===== src/rtl/mdu_pkg.sv =====
`default_nettype none
// ============================================================================
//  Module      : mdu_pkg
//  Description : Shared encodings and default iteration counts for the
//                multiply/divide unit sequencer.
//  Revision    : 1.0 - initial release
// ============================================================================
package mdu_pkg;

    // Operation encodings as presented on op_i
    localparam logic [1:0] OP_MULT  = 2'b00;
    localparam logic [1:0] OP_MULTU = 2'b01;
    localparam logic [1:0] OP_DIV   = 2'b10;
    localparam logic [1:0] OP_DIVU  = 2'b11;

    // Sequencer state encodings
    localparam logic [1:0] ST_IDLE  = 2'd0;
    localparam logic [1:0] ST_RUN   = 2'd1;
    localparam logic [1:0] ST_DONE  = 2'd2;

    // Default iteration counts of the MDU datapath
    localparam int unsigned MUL_CYCLES_DEF = 4;
    localparam int unsigned DIV_CYCLES_DEF = 32;

endpackage : mdu_pkg
`default_nettype wire


===== src/rtl/mdu_cycle_counter.sv =====
`default_nettype none
// ============================================================================
//  Module      : mdu_cycle_counter
//  Description : Loadable down-counter with zero flag that tracks the
//                remaining MDU iterations. Load has priority over decrement;
//                decrement saturates at zero.
//  Revision    : 1.0 - initial release
// ============================================================================
module mdu_cycle_counter #(
    parameter int unsigned CNT_W = 6
) (
    input  logic             clk_i,
    input  logic             rst_i,
    input  logic             i_load,
    input  logic [CNT_W-1:0] i_load_val,
    input  logic             i_dec,
    output logic [CNT_W-1:0] o_cnt,
    output logic             o_zero
);

    logic [CNT_W-1:0] r_cnt;

    // Remaining-iteration register: load on a new operation, count down while running
    always_ff @(posedge clk_i or negedge rst_i) begin
        if (!rst_i) begin
            r_cnt <= '0;
        end else if (i_load) begin
            r_cnt <= i_load_val;
        end else if (i_dec && (r_cnt != '0)) begin
            r_cnt <= r_cnt - CNT_W'(1);
        end
    end

    assign o_cnt  = r_cnt;
    assign o_zero = (r_cnt == '0);

endmodule : mdu_cycle_counter
`default_nettype wire


===== src/rtl/mdu_ctrl.sv =====
`default_nettype none
// ============================================================================
//  Module      : mdu_ctrl
//  Description : Sequencer for the iterative multiply/divide unit. Accepts a
//                mult/div from ID/EX, steps the MDU through its fixed
//                iteration count, pulses the HI/LO write and stalls dependent
//                ID-stage instructions while the unit is busy.
//                Optional feature macro: MDU_DIV0_FAST_EN (divide-by-zero
//                finishes after one RUN cycle without writing HI/LO).
//  Revision    : 1.0 - initial release
// ============================================================================
module mdu_ctrl
    import mdu_pkg::*;
#(
    parameter int unsigned MUL_CYCLES = MUL_CYCLES_DEF,
    parameter int unsigned DIV_CYCLES = DIV_CYCLES_DEF,
    parameter int unsigned CNT_W      = 6
) (
    input  logic       clk_i,
    input  logic       rst_i,
    input  logic       start_i,
    input  logic [1:0] op_i,
    input  logic       div0_i,
    input  logic       flush_i,
    input  logic       FD_HiLoRead_i,
    input  logic       FD_MulDiv_i,
    output logic       mdu_load_o,
    output logic       mdu_step_o,
    output logic       mdu_signed_o,
    output logic       mdu_div_o,
    output logic       busy_o,
    output logic       stall_o,
    output logic       hilo_we_o,
    output logic       done_o
);

    // Counter preload values: RUN lasts LAT cycles, so the counter starts at LAT-1
    localparam logic [CNT_W-1:0] c_mul_load = CNT_W'(MUL_CYCLES - 1);
    localparam logic [CNT_W-1:0] c_div_load = CNT_W'(DIV_CYCLES - 1);

    logic [1:0]       r_state;
    logic [1:0]       w_next_state;
    logic [1:0]       r_op;
    logic             r_kill_ok;
    logic             w_accept;
    logic             w_in_run;
    logic             w_in_done;
    logic             w_cnt_zero;
    logic [CNT_W-1:0] w_load_val;
    logic [CNT_W-1:0] w_cnt;
    logic             w_hilo_en;

    assign w_in_run  = (r_state == ST_RUN);
    assign w_in_done = (r_state == ST_DONE);

    // A new op may start from IDLE or from DONE (back-to-back), never under a flush
    assign w_accept = start_i & ~flush_i & ((r_state == ST_IDLE) | w_in_done);

`ifdef MDU_DIV0_FAST_EN
    logic r_div0;

    // A divide by zero needs only one RUN cycle and must leave HI/LO untouched
    assign w_load_val = (op_i[1] & div0_i) ? '0 :
                        (op_i[1] ? c_div_load : c_mul_load);

    // Remember whether the running op is a fast divide-by-zero
    always_ff @(posedge clk_i or negedge rst_i) begin
        if (!rst_i) begin
            r_div0 <= 1'b0;
        end else if (w_accept) begin
            r_div0 <= op_i[1] & div0_i;
        end
    end

    assign w_hilo_en = ~r_div0;
`else
    logic w_unused_div0;

    // Divide-by-zero runs the full length; the divisor flag has no effect here
    assign w_unused_div0 = div0_i;
    assign w_load_val    = op_i[1] ? c_div_load : c_mul_load;
    assign w_hilo_en     = 1'b1;
`endif

    mdu_cycle_counter #(
        .CNT_W      (CNT_W)
    ) u_cycle_counter (
        .clk_i      (clk_i),
        .rst_i      (rst_i),
        .i_load     (w_accept),
        .i_load_val (w_load_val),
        .i_dec      (w_in_run),
        .o_cnt      (w_cnt),
        .o_zero     (w_cnt_zero)
    );

    // State register
    always_ff @(posedge clk_i or negedge rst_i) begin
        if (!rst_i) begin
            r_state <= ST_IDLE;
        end else begin
            r_state <= w_next_state;
        end
    end

    // Next-state logic; a flush in the first RUN cycle kills the younger op
    always_comb begin
        w_next_state = r_state;
        case (r_state)
            ST_IDLE: begin
                if (w_accept) begin
                    w_next_state = ST_RUN;
                end
            end
            ST_RUN: begin
                if (flush_i && r_kill_ok) begin
                    w_next_state = ST_IDLE;
                end else if (w_cnt_zero) begin
                    w_next_state = ST_DONE;
                end
            end
            ST_DONE: begin
                w_next_state = w_accept ? ST_RUN : ST_IDLE;
            end
            default: begin
                w_next_state = ST_IDLE;
            end
        endcase
    end

    // Op latch and kill window: only the first RUN cycle may be aborted by a flush
    always_ff @(posedge clk_i or negedge rst_i) begin
        if (!rst_i) begin
            r_op      <= OP_MULT;
            r_kill_ok <= 1'b0;
        end else if (w_accept) begin
            r_op      <= op_i;
            r_kill_ok <= 1'b1;
        end else if (w_in_run) begin
            r_kill_ok <= 1'b0;
        end
    end

    assign mdu_load_o   = w_accept;
    assign mdu_step_o   = w_in_run;
    assign busy_o       = (r_state != ST_IDLE);
    assign done_o       = w_in_done;
    assign hilo_we_o    = w_in_done & w_hilo_en;
    // In the accept cycle the MDU loads operands, so it needs the incoming op type
    assign mdu_signed_o = w_accept ? ~op_i[0] : ~r_op[0];
    assign mdu_div_o    = w_accept ?  op_i[1] :  r_op[1];

    // No HI/LO forwarding: readers wait until the write has happened
    assign stall_o = ((w_accept | w_in_run) & (FD_HiLoRead_i | FD_MulDiv_i))
                   | (w_in_done & FD_HiLoRead_i);

endmodule : mdu_ctrl
`default_nettype wire


===== config.mk =====
export PLATFORM = sky130hd
export DESIGN_NAME = mdu_ctrl
export DESIGN_NICKNAME = d
export VERILOG_FILES = /design/src/rtl/mdu_pkg.sv /design/src/rtl/mdu_cycle_counter.sv /design/src/rtl/mdu_ctrl.sv
export SDC_FILE = /design/constraint.sdc
export NUM_CORES = 1
export LEC_CHECK = 0
export ABC_AREA = 1
export ABC_CLOCK_PERIOD_IN_PS = 1100
export BUFFER_PORTS_ARGS = -buffer_cell sky130_fd_sc_hd__buf_4
export CAP_MARGIN = 20
export CORE_UTILIZATION = 45
export DETAILED_ROUTE_END_ITERATION = 10
export GPL_ROUTABILITY_DRIVEN = 0
export HOLD_SLACK_MARGIN = 0.08
export PLACE_DENSITY = 0.72
export SYNTH_ARGS = -nofsm -noshare
export SYNTH_HDL_FRONTEND = slang
export SYNTH_SLANG_ARGS = --single-unit

===== constraint.sdc =====
create_clock -name clk_i -period 1.1 [get_ports clk_i]
set_input_delay 0.22 -clock clk_i [delete_from_list [all_inputs] [get_ports clk_i]]
set_output_delay 0.22 -clock clk_i [all_outputs]
set_load 0.03 [all_outputs]

==> metrics.cfg, run 1 <==
[critical_path]
cp_cell_sequence = buf_4 > buf_6 > nor2_4 > nand2_1 > nand2_1 > buf_6
critical-path-slowest-cell = dfrtp_1
cpPeakStageDelay_ps = 390
critPathMaxFanout = 3
worstSetupPathType = reg -> out
critPathTopFamily = flip-flops
crit_arrival_ps = 1380
required_ps = 880
crit_path_end_kind = primary output
critPathLaunchType = flip-flop
critPathBufInv = 3

[sta]
min_period_over_period_pct = 145
finalSetupTns_ps = -5030
rsz0062_at_grt = yes
layout_setup_ws_ps = -499
slew_headroom_pct = 85.1
tightest_slew_ps = 224
final-hold-violation-count = 0
timing.hold.ws_ps = 165
slew_violations = 0
finalSetupViolCount = 17
skew_ps = 3.05
max_clock_freq_mhz = 625
period_minus_slack_ps = 1600

[global_routing]
grt.met2_usage_pct = 45.6
grt_pass1_wl_mm = 2.72
gr-usage-met1_pct = 28.3
grt.total_usage_pct = 26.0
grt_pass1_vias = 643
grt-ovfl-total = 0
busiest_layer = met2
antenna_found_initial = 0
use_met3_pct = 6.11
grt_start_max_net_pins = 12

[clocking]
path_clk_slew_ps = 80
root_buffer = clkbuf_4
clkLatencyLatePin_ps = 280
cts_buffers = 3
h-tree-depth = 1
ctsLongestPathBuffers = 2
cts_tree = yes
numClockSinks = 11

[synthesis]
yosys_warnings = 0
yosys_register_bits = 11
yosysUniqueCellTypes = 18
avgSynthCellArea_um2 = 7.67
syn_nets = 98
seq_area_frac_synth_pct = 41.3
netlist_instances = 87
synthesis.area_um2 = 667

[die]
row_count = 13
dieArea_um2 = 1640
die_h_um = 40.5
die_x_um = 40.5
initial_utilization_pct = 50.0
ios = 17
core_um2 = 1330

[layout]
layout_commonest_cell = buf_4
n_fill_cell = 56
finalNetCount = 140
syn_to_final_growth_pct = 77.9
drive_gt1_share_pct = 57.0
seq_area_um2 = 275
final_cell_mix = buf_4, nand2_1, dfrtp_1
multi_input_area_um2 = 440
final_area_um2 = 1190
final_cells = 143
diodes = 0

[power_and_ir_drop]
ir_drop_v = 0.00219
finalPower_mw = 3.69
power.density_nw_per_um2 = 3110
p_leak_nw = 0.598

[status]
status = complete, but fails checks
violations = negative setup slack

[drt]
ant_nets = 0
drc = 0
drt_iter0_drc = 19
wl_per_cell_um = 15.0
via_count = 742
avgViaCountPerCell = 5.19
first_pass_iters = 5
routed_wl_mm = 2.15

[placed_design]
port_buffers = 15
placed_area_um2 = 961
post-place-cells = 132
hpwl_mm = 1.24

[run]
cap_violations = 0

[worst_hold_path]
hp-class = in -> reg

## worst reg2reg max path, cell delays in order (launching register included)
cell	delay [ps]
dfrtp_1	360
inv_2	60
buf_4	150
nor2_4	140
buf_12	120
buf_12	100
nand2_8	70
a21oi_1	160
o21ai_1	90
## registers in the layout, summed over array words and instances (netlist names)
| register | flops |
|---|---|
| r_kill_ok | 1 |
| r_op | 2 |
| r_state | 2 |
| u_cycle_counter.o_cnt | 6 |
## per-stage QoR
step / worst slack, ps / utilization, %
floorplan: -239 / -
global placement: -164 / 72.0
finish: -499 / 88.9
global route: -522 / 88.9
detailed placement: -181 / 72.0
CTS: -457 / 84.7
## cells by family after synthesis
family	after synthesis	synth area share (%)
buffers and inverters	16	10.7
adders and majority gates	2	3.75
and+or+nand+nor	48	35.5
DFF	11	41.3
AOI/OAI and AO/OA	10	8.82
## final timing paths
path                       startpoint                        to  slack, ps  cells past startpoint
setup / recovery           r_state[0]                   stall_o       -500                      6
hold / removal                op_i[0]                   r_op[0]        170                      3
setup reg to reg           r_state[0]  u_cycle_counter.o_cnt[1]       -260                      8
hold reg to reg               r_op[1]                   r_op[1]        510                      2
max in group asynchronous       rst_i                   r_op[0]        650                      2
min in group asynchronous       rst_i                r_state[1]        300                      2
## power by group
group / total, mW / switching (mW) / internal (mW)
combinational: 2.67 / 1.43 / 1.24
clock: 0.301 / 0.166 / 0.135
sequential: 0.715 / 0.135 / 0.580
total: 3.69 / 1.73 / 1.96
## Yosys cell counts
| cell type | instances | area [um^2] |
|---|---|---|
| nand3_1 | 5 | 25.0 |
| dfrtp_1 | 11 | 275 |
| or2_1 | 1 | 6.26 |
| buf_4 | 1 | 7.51 |
| nand2_4 | 2 | 22.5 |
| inv_2 | 2 | 7.51 |
| o22ai_1 | 1 | 6.26 |
| ha_1 | 2 | 25.0 |
| nand2_1 | 28 | 105 |
| nor2_4 | 2 | 22.5 |
| buf_6 | 1 | 11.3 |
| nand4_1 | 2 | 12.5 |
| o21ai_2 | 2 | 17.5 |
| a21oi_1 | 2 | 10.0 |
| inv_1 | 12 | 45.0 |
| o21ai_0 | 5 | 25.0 |
| nor2_1 | 6 | 22.5 |
| nand3_2 | 2 | 20.0 |
## repair_timing
item,in CTS,in global routing
cloned,0,0
pin swaps,9,5
resized for setup,34,6
endpoints found under the setup margin,17,18
buffers inserted,4,4
hold endpoints to repair,11,0
hold buffers,1,0
## cell type report
type,instances,share of cell area [%]
tap,15,1.58
clock inverter,1,0.422
clock buffer,3,1.90
sequential,11,23.2
timing repair buffer,39,30.8
inverter,14,4.96
multi-input combinational,60,37.1
## layer usage
metal	part of all wire [%]	up-vias
met4	4.0	0
met5	0	-
met3	4.5	14
met1	40	344
li1	-	355
met2	51	29
Power figures use the tool's default switching activity.
==> run 2: changes to the inputs <==
Settings changed: CORE_MARGIN set to 2, CTS_CLUSTER_DIAMETER set to 150.
==> run 2 against run 1 <==
The run still ends with negative setup slack left. Critical endpoint unchanged. Worst setup slack better by 15 ps. Highest routed layer unchanged. Flip-flop and latch count stayed put. Largest cell class unchanged. Global-route usage is 2.1 points lower. Non-clock buffer count is 2 lower. Utilization is 5.0 points lower.
==> metrics.cfg, run 2 (synthesis gave the netlist of run 1 again) <==
[clocking]
path_clk_slew_ps = 80  ; about the same
h-tree-depth = 1  ; unchanged
clkLatencyLatePin_ps = 280  ; about the same
root_buffer = clkbuf_4
cts_tree = yes
cts_buffers = 3  ; unchanged
numClockSinks = 11  ; unchanged
ctsLongestPathBuffers = 2  ; unchanged

[layout]
final_cell_mix = buf_4, nand2_1, dfrtp_1
drive_gt1_share_pct = 53.2  ; -3.9 points
fin_util_pct = 84.0  ; -5.0 points
diodes = 0  ; unchanged
largest_reg_flops = 6  ; unchanged
layout_commonest_cell = buf_4
finalNetCount = 138  ; -1.4%
syn_to_final_growth_pct = 70.0

[critical_path]
critPathTopFamily = buffers and inverters
cp_cell_sequence = inv_2 > nand3_4 > clkinvlp_4 > buf_4 > o22ai_2 > nand2_1 > buf_6
reg2reg_slack_ps = -270  ; about the same
critical-path-slowest-cell = dfrtp_1
worstReg2RegStart = r_state[0]
crit_arrival_ps = 1360  ; -20 ps
reg2reg_to = u_cycle_counter.o_cnt[3]
cpPeakStageDelay_ps = 370  ; -20 ps
required_ps = 880  ; about the same
worstSetupPathType = reg -> out
critical_path_depth = 7  ; +1
reg2reg_depth = 10  ; +2
critPathLaunchType = flip-flop
crit_start = r_state[0]
critPathBufInv = 4  ; +1
crit_end = stall_o
crit_path_end_kind = primary output
critPathMaxFanout = 3  ; unchanged

[drt]
drc = 0  ; unchanged
via_count = 702  ; -5.4%
wl_met1_um = 817  ; -5.1%
ant_nets = 0  ; unchanged
wl_per_cell_um = 13.9  ; -7.4%
route.met3.wl_um = 68  ; -30%
routed_wl_mm = 1.96  ; -8.7%
drt_iter0_drc = 24  ; +5
first_pass_iters = 4  ; -1
top_layer_used = met4
avgViaCountPerCell = 4.98  ; -4.0%
wl_met2_mm = 1.05  ; -5.3%

[sta]
finalSetupTns_ps = -4510  ; +527 ps
tightest_slew_ps = 215  ; -8.52 ps
slew_violations = 0  ; unchanged
final-hold-violation-count = 0  ; unchanged
layout_setup_ws_ps = -484  ; +15.5 ps
max_clock_freq_mhz = 631  ; +0.98%
skew_ps = 3.34  ; +0.294 ps
slew_headroom_pct = 85.6  ; +0.52 points
period_minus_slack_ps = 1580  ; -15.5 ps
finalSetupViolCount = 18  ; +1
rsz0062_at_grt = yes
min_period_over_period_pct = 144  ; -1.4 points

[global_routing]
grt_start_max_net_pins = 12  ; unchanged
grt_pass1_vias = 717  ; +12%
antenna_found_initial = 0  ; unchanged
grt-ovfl-total = 0  ; unchanged
grt.total_usage_pct = 23.9  ; -2.1 points
grt_pass1_wl_mm = 3.17  ; +17%

[power_and_ir_drop]
seqPwrFrac_pct = 20.7  ; +1.3 points
sw_frac_of_total_pct = 46.4  ; -0.61 points
ir_drop_v = 0.00191  ; -13%
clkPwrFrac_pct = 8.5  ; +0.3 points
p_int_mw = 1.85  ; -5.3%
power.density_nw_per_um2 = 3050  ; -2.1%
share_comb_of_total_power_pct = 70.8  ; -1.7 points
p_leak_nw = 0.583  ; -2.4%
p_switching_mw = 1.60  ; -7.6%

[die]
initial_utilization_pct = 49.4  ; -0.60 points
dieArea_um2 = 1810  ; +10%
ios = 17  ; unchanged
core_um2 = 1350  ; +1.2%
die_h_um = 42.5  ; +4.9%
row_count = 13  ; unchanged
die_x_um = 42.5  ; +4.9%

[placed_design]
port_buffers = 15  ; unchanged
hpwl_mm = 1.22  ; -1.5%

[worst_hold_path]
hp-class = in -> reg

[status]
status = complete, but fails checks
violations = negative setup slack

[run]
cap_violations = 0  ; unchanged

[run 2: cell types whose count changed in the layout (fill, tap and decap cells not counted), moves of 2 or more]
cell / previous run / this run
o21ai_1: 3 / 1
nand2_2: 6 / 4
buf_6: 10 / 7
o21ai_0: 0 / 2
[run 2: worst register-to-register path: stages (launching register included)]
cell,delay [ps]
dfrtp_1,370
inv_2,60
buf_4,140
nor2_4,130
buf_12,120
buf_8,100
nand2_8,70
nand2_8,90
inv_2,50
nand2_1,50
nand2_1,60
[run 2: through the flow]
stage          hold WS (ps)  setup WS, ps  total power, mW  std cells  cell area, um^2
6_report                175          -484             3.45        141             1130
5_1_grt                 183          -542             3.67        141             1130
4_1_cts                 163          -490             3.26        141             1110
3_5_place_dp           64.3          -203             2.64        134              976
3_3_place_gp           60.4          -157             2.60        134              976
2_1_floorplan         -75.6          -239             1.86         87              708
[run 2: cell type report]
class / count / area (um^2)
Multi-Input combinational cell: 60 / 420
Timing Repair Buffer: 37 / 334
Sequential cell: 11 / 275
Fill cell: 69 / 216
Inverter: 14 / 58.8
Clock buffer: 4 / 26.3
Tap cell: 15 / 18.8
[run 2: layer usage]
metal  GRT usage [%]  up-vias
met4            9.38        0
met2            41.5       21
met5               0        -
met3            3.88        6
met1            29.3      325
li1                -      350
[run 2: worst min-delay path by stage]
stage,slack (ps),cells after the start,end,startpoint
after floorplan,-80,0,r_kill_ok,rst_i
after global placement,60,1,r_op[1],rst_i
after detailed placement,60,1,u_cycle_counter.o_cnt[4],rst_i
after CTS,160,3,r_op[1],op_i[1]
after global routing,180,3,r_op[1],op_i[1]
final,180,3,r_op[1],op_i[1]
[run 2: power groups by stage]
stage | Clock [mW] | Sequential [mW] | Combinational (mW)
2_1_floorplan | 0 | 0.696 | 1.16
3_3_place_gp | 0 | 0.690 | 1.91
3_5_place_dp | 0 | 0.699 | 1.94
4_1_cts | 0.299 | 0.698 | 2.26
5_1_grt | 0.306 | 0.730 | 2.63
6_report | 0.293 | 0.715 | 2.44
[run 2: what timing repair did]
item | 4_1_cts | 5_1_grt
setup buffers | 2 | 0
gates cloned | 0 | 0
gates resized for setup | 23 | 9
hold endpoints to repair | 11 | 0
pin swaps | 4 | 6
hold buffers | 1 | 0
setup endpoints to repair | 17 | 18
==> run 3: changes to the inputs <==
Settings changed: ABC_AREA 1 to unset, CORE_UTILIZATION 45 to 43, MAX_ROUTING_LAYER set to met4, PLACE_DENSITY 0.72 to 0.71.
==> run 3 against run 2 <==
Fmax shrank 5.9%. Die area down 5.6%. Via count is 1.1% lower. Synthesized cell count down 28%. Register-to-register slack worse by 270 ps. First-iteration DRC count decreased by 29%. Non-clock buffer count grew 11. Wire length grew 20%. Sequential share of layout area decreased by 1.1 points. Clock-buffer cell count unchanged. Utilization up 7.7 points. The flow still finishes with violations (negative setup slack). Highest routed layer unchanged.
==> metrics.cfg, run 3 <==
[die]
core_um2 = 1300  ; -3.6%
initial_utilization_pct = 46.0  ; -3.4 points
dieArea_um2 = 1710  ; -5.6%
row_count = 13  ; unchanged
ios = 17  ; unchanged
die_h_um = 41.3  ; -2.8%
die_x_um = 41.3  ; -2.8%

[run]
cap_violations = 0  ; unchanged

[worst_hold_path]
hp-class = in -> reg

[layout]
drive_gt1_share_pct = 69.6  ; +16 points
n_fill_cell = 52  ; -25%
diodes = 0  ; unchanged
final_area_um2 = 1190  ; +5.2%
final_cells = 127  ; -9.9%
largest_reg_flops = 6  ; unchanged
layout_commonest_cell = buf_4
finalNetCount = 124  ; -10%
syn_to_final_growth_pct = 99.4
final_cell_mix = buf_4, buf_6, dfrtp_1

[global_routing]
grt_start_max_net_pins = 12  ; unchanged
busiest_layer = met2
grt_pass1_vias = 650  ; -9.3%
antenna_found_initial = 0  ; unchanged
grt-ovfl-total = 0  ; unchanged
use_met3_pct = 9.04  ; +5.2 points
grt.met2_usage_pct = 44.1  ; +2.6 points
grt.total_usage_pct = 29.4  ; +5.4 points
grt_pass1_wl_mm = 2.88  ; -9.1%
gr-usage-met1_pct = 30.7  ; +1.4 points

[status]
status = complete, but fails checks
violations = negative setup slack

[critical_path]
reg2reg_depth = 5  ; -5
crit_end = stall_o
crit_path_end_kind = primary output
worstReg2RegStart = r_state[1]
required_ps = 880  ; about the same
worstSetupPathType = reg -> out
critPathLaunchType = flip-flop
reg2reg_to = u_cycle_counter.o_cnt[3]
crit_start = r_state[1]
crit_arrival_ps = 1460  ; +100 ps
reg2reg_slack_ps = -540  ; -270 ps
critPathMaxFanout = 3  ; unchanged

[clocking]
cts_tree = yes
numClockSinks = 11  ; unchanged
cts_buffers = 3  ; unchanged
h-tree-depth = 1  ; unchanged
root_buffer = clkbuf_4
clkLatencyLatePin_ps = 280  ; about the same
ctsLongestPathBuffers = 2  ; unchanged
path_clk_slew_ps = 80  ; about the same

[synthesis]
synth_most_common_cell = dfrtp_1
avgSynthCellArea_um2 = 9.49  ; +24%
synth_edf_count = 0  ; unchanged
synthArstFlopShare_pct = 100  ; unchanged
synth_flop_cell = dfrtp_1
netlist_instances = 63  ; -28%
yosys_register_bits = 11  ; unchanged
synth_top_area_share_pct = 46.0  ; +4.7 points
seq_area_frac_synth_pct = 46.0  ; +4.7 points
syn_nets = 74  ; -24%
synthesis.area_um2 = 598  ; -10%
yosysUniqueCellTypes = 30  ; +12
synth_common_cells = dfrtp_1, nand2_1, inv_1
yosys_warnings = 0  ; unchanged
yosys.area.top_type = dfrtp_1
netlist_top_cells_area = dfrtp_1, nand2_1, ha_1

[power_and_ir_drop]
p_leak_nw = 0.572  ; -2.0%
ir_drop_v = 0.00209  ; +9.3%
power.density_nw_per_um2 = 2870  ; -5.8%

[drt]
drt_iter0_drc = 17  ; -29%
first_pass_iters = 4  ; unchanged
avgViaCountPerCell = 5.46  ; +9.8%
via_count = 694  ; -1.1%
drc = 0  ; unchanged
ant_nets = 0  ; unchanged
routed_wl_mm = 2.35  ; +20%
wl_per_cell_um = 18.5  ; +33%

[sta]
final-hold-violation-count = 0  ; unchanged
finalSetupViolCount = 19  ; +1
slew_violations = 0  ; unchanged
layout_setup_ws_ps = -583  ; -99.3 ps
max_clock_freq_mhz = 594  ; -5.9%
tightest_slew_ps = 392  ; +176 ps
min_period_over_period_pct = 153  ; +9.0 points
skew_ps = 8.17  ; +4.82 ps
period_minus_slack_ps = 1680  ; +99.3 ps
slew_headroom_pct = 73.8  ; -12 points
rsz0062_at_grt = yes

[placed_design]
port_buffers = 15  ; unchanged
placed_area_um2 = 918  ; -5.9%
post-place-cells = 109  ; -19%
hpwl_mm = 1.17  ; -4.0%

-- run 3: worst max-delay path, stage by stage (launching register included) --
cell,delay [ps]
dfrtp_1,410
and2b_2,290
buf_6,130
o21ai_2,130
nand2_2,80
buf_6,140
-- run 3: routing by layer --
layer  wire length [um]  up-vias
met4                102        0
li1                   -      313
met3                122       11
met1                935      337
met2               1190       33
met5                  0        -
-- run 3: what timing repair did --
item                                    in CTS  in global routing
hold buffers                                 1                  0
endpoints found under the setup margin      18                 19
endpoints found under the hold margin       11                  0
resized for setup                           28                 13
pin swaps                                   11                  8
buffers inserted                             9                  7
-- run 3: cell type report --
cell class | instances | area [um^2] | area share [%]
inverter | 5 | 21.3 | 1.78
sequential | 11 | 277 | 23.2
timing repair buffer | 48 | 438 | 36.7
tap | 15 | 18.8 | 1.57
clock buffer | 4 | 26.3 | 2.20
multi-input combinational | 44 | 412 | 34.5
-- run 3: cell families after synthesis --
family / after synthesis / share of synthesized area [%]
multiplexers: 1 / 1.67
AND/OR/NAND/NOR: 26 / 24.3
AO/OA/AOI/OAI: 13 / 14.0
XOR/XNOR: 2 / 2.93
buffers and inverters: 8 / 6.90
adder cells (fa/ha/maj): 2 / 4.18
flip-flops: 11 / 46.0
-- run 3: per-stage QoR --
stage / worst slack, ps / power, mW / TNS, ps / hold slack, ps / util [%]
after floorplan: -395 / 1.70 / -2010 / -75.6 / -
after global placement: -372 / 2.24 / -3250 / 62.6 / 70.6
after detailed placement: -424 / 2.30 / -3710 / 62.9 / 70.6
after CTS: -522 / 3.04 / -5960 / 158 / 85.6
after global routing: -632 / 3.60 / -8000 / 294 / 91.6
final: -583 / 3.42 / -7230 / 292 / 91.6
-- run 3: where the power goes --
group | switching [mW] | internal (mW)
logic | 1.07 | 1.28
clock network | 0.156 | 0.141
registers | 0.189 | 0.592
total | 1.41 | 2.01
-- run 3: worst min path at each step --
stage,start,end,slack [ps],cells after the start
floorplan,rst_i,r_kill_ok,-80,0
global placement,rst_i,r_op[1],60,1
detailed placement,rst_i,u_cycle_counter.o_cnt[2],60,1
CTS,op_i[0],r_op[0],160,3
global route,op_i[1],r_op[1],290,4
finish,op_i[1],r_op[1],290,4
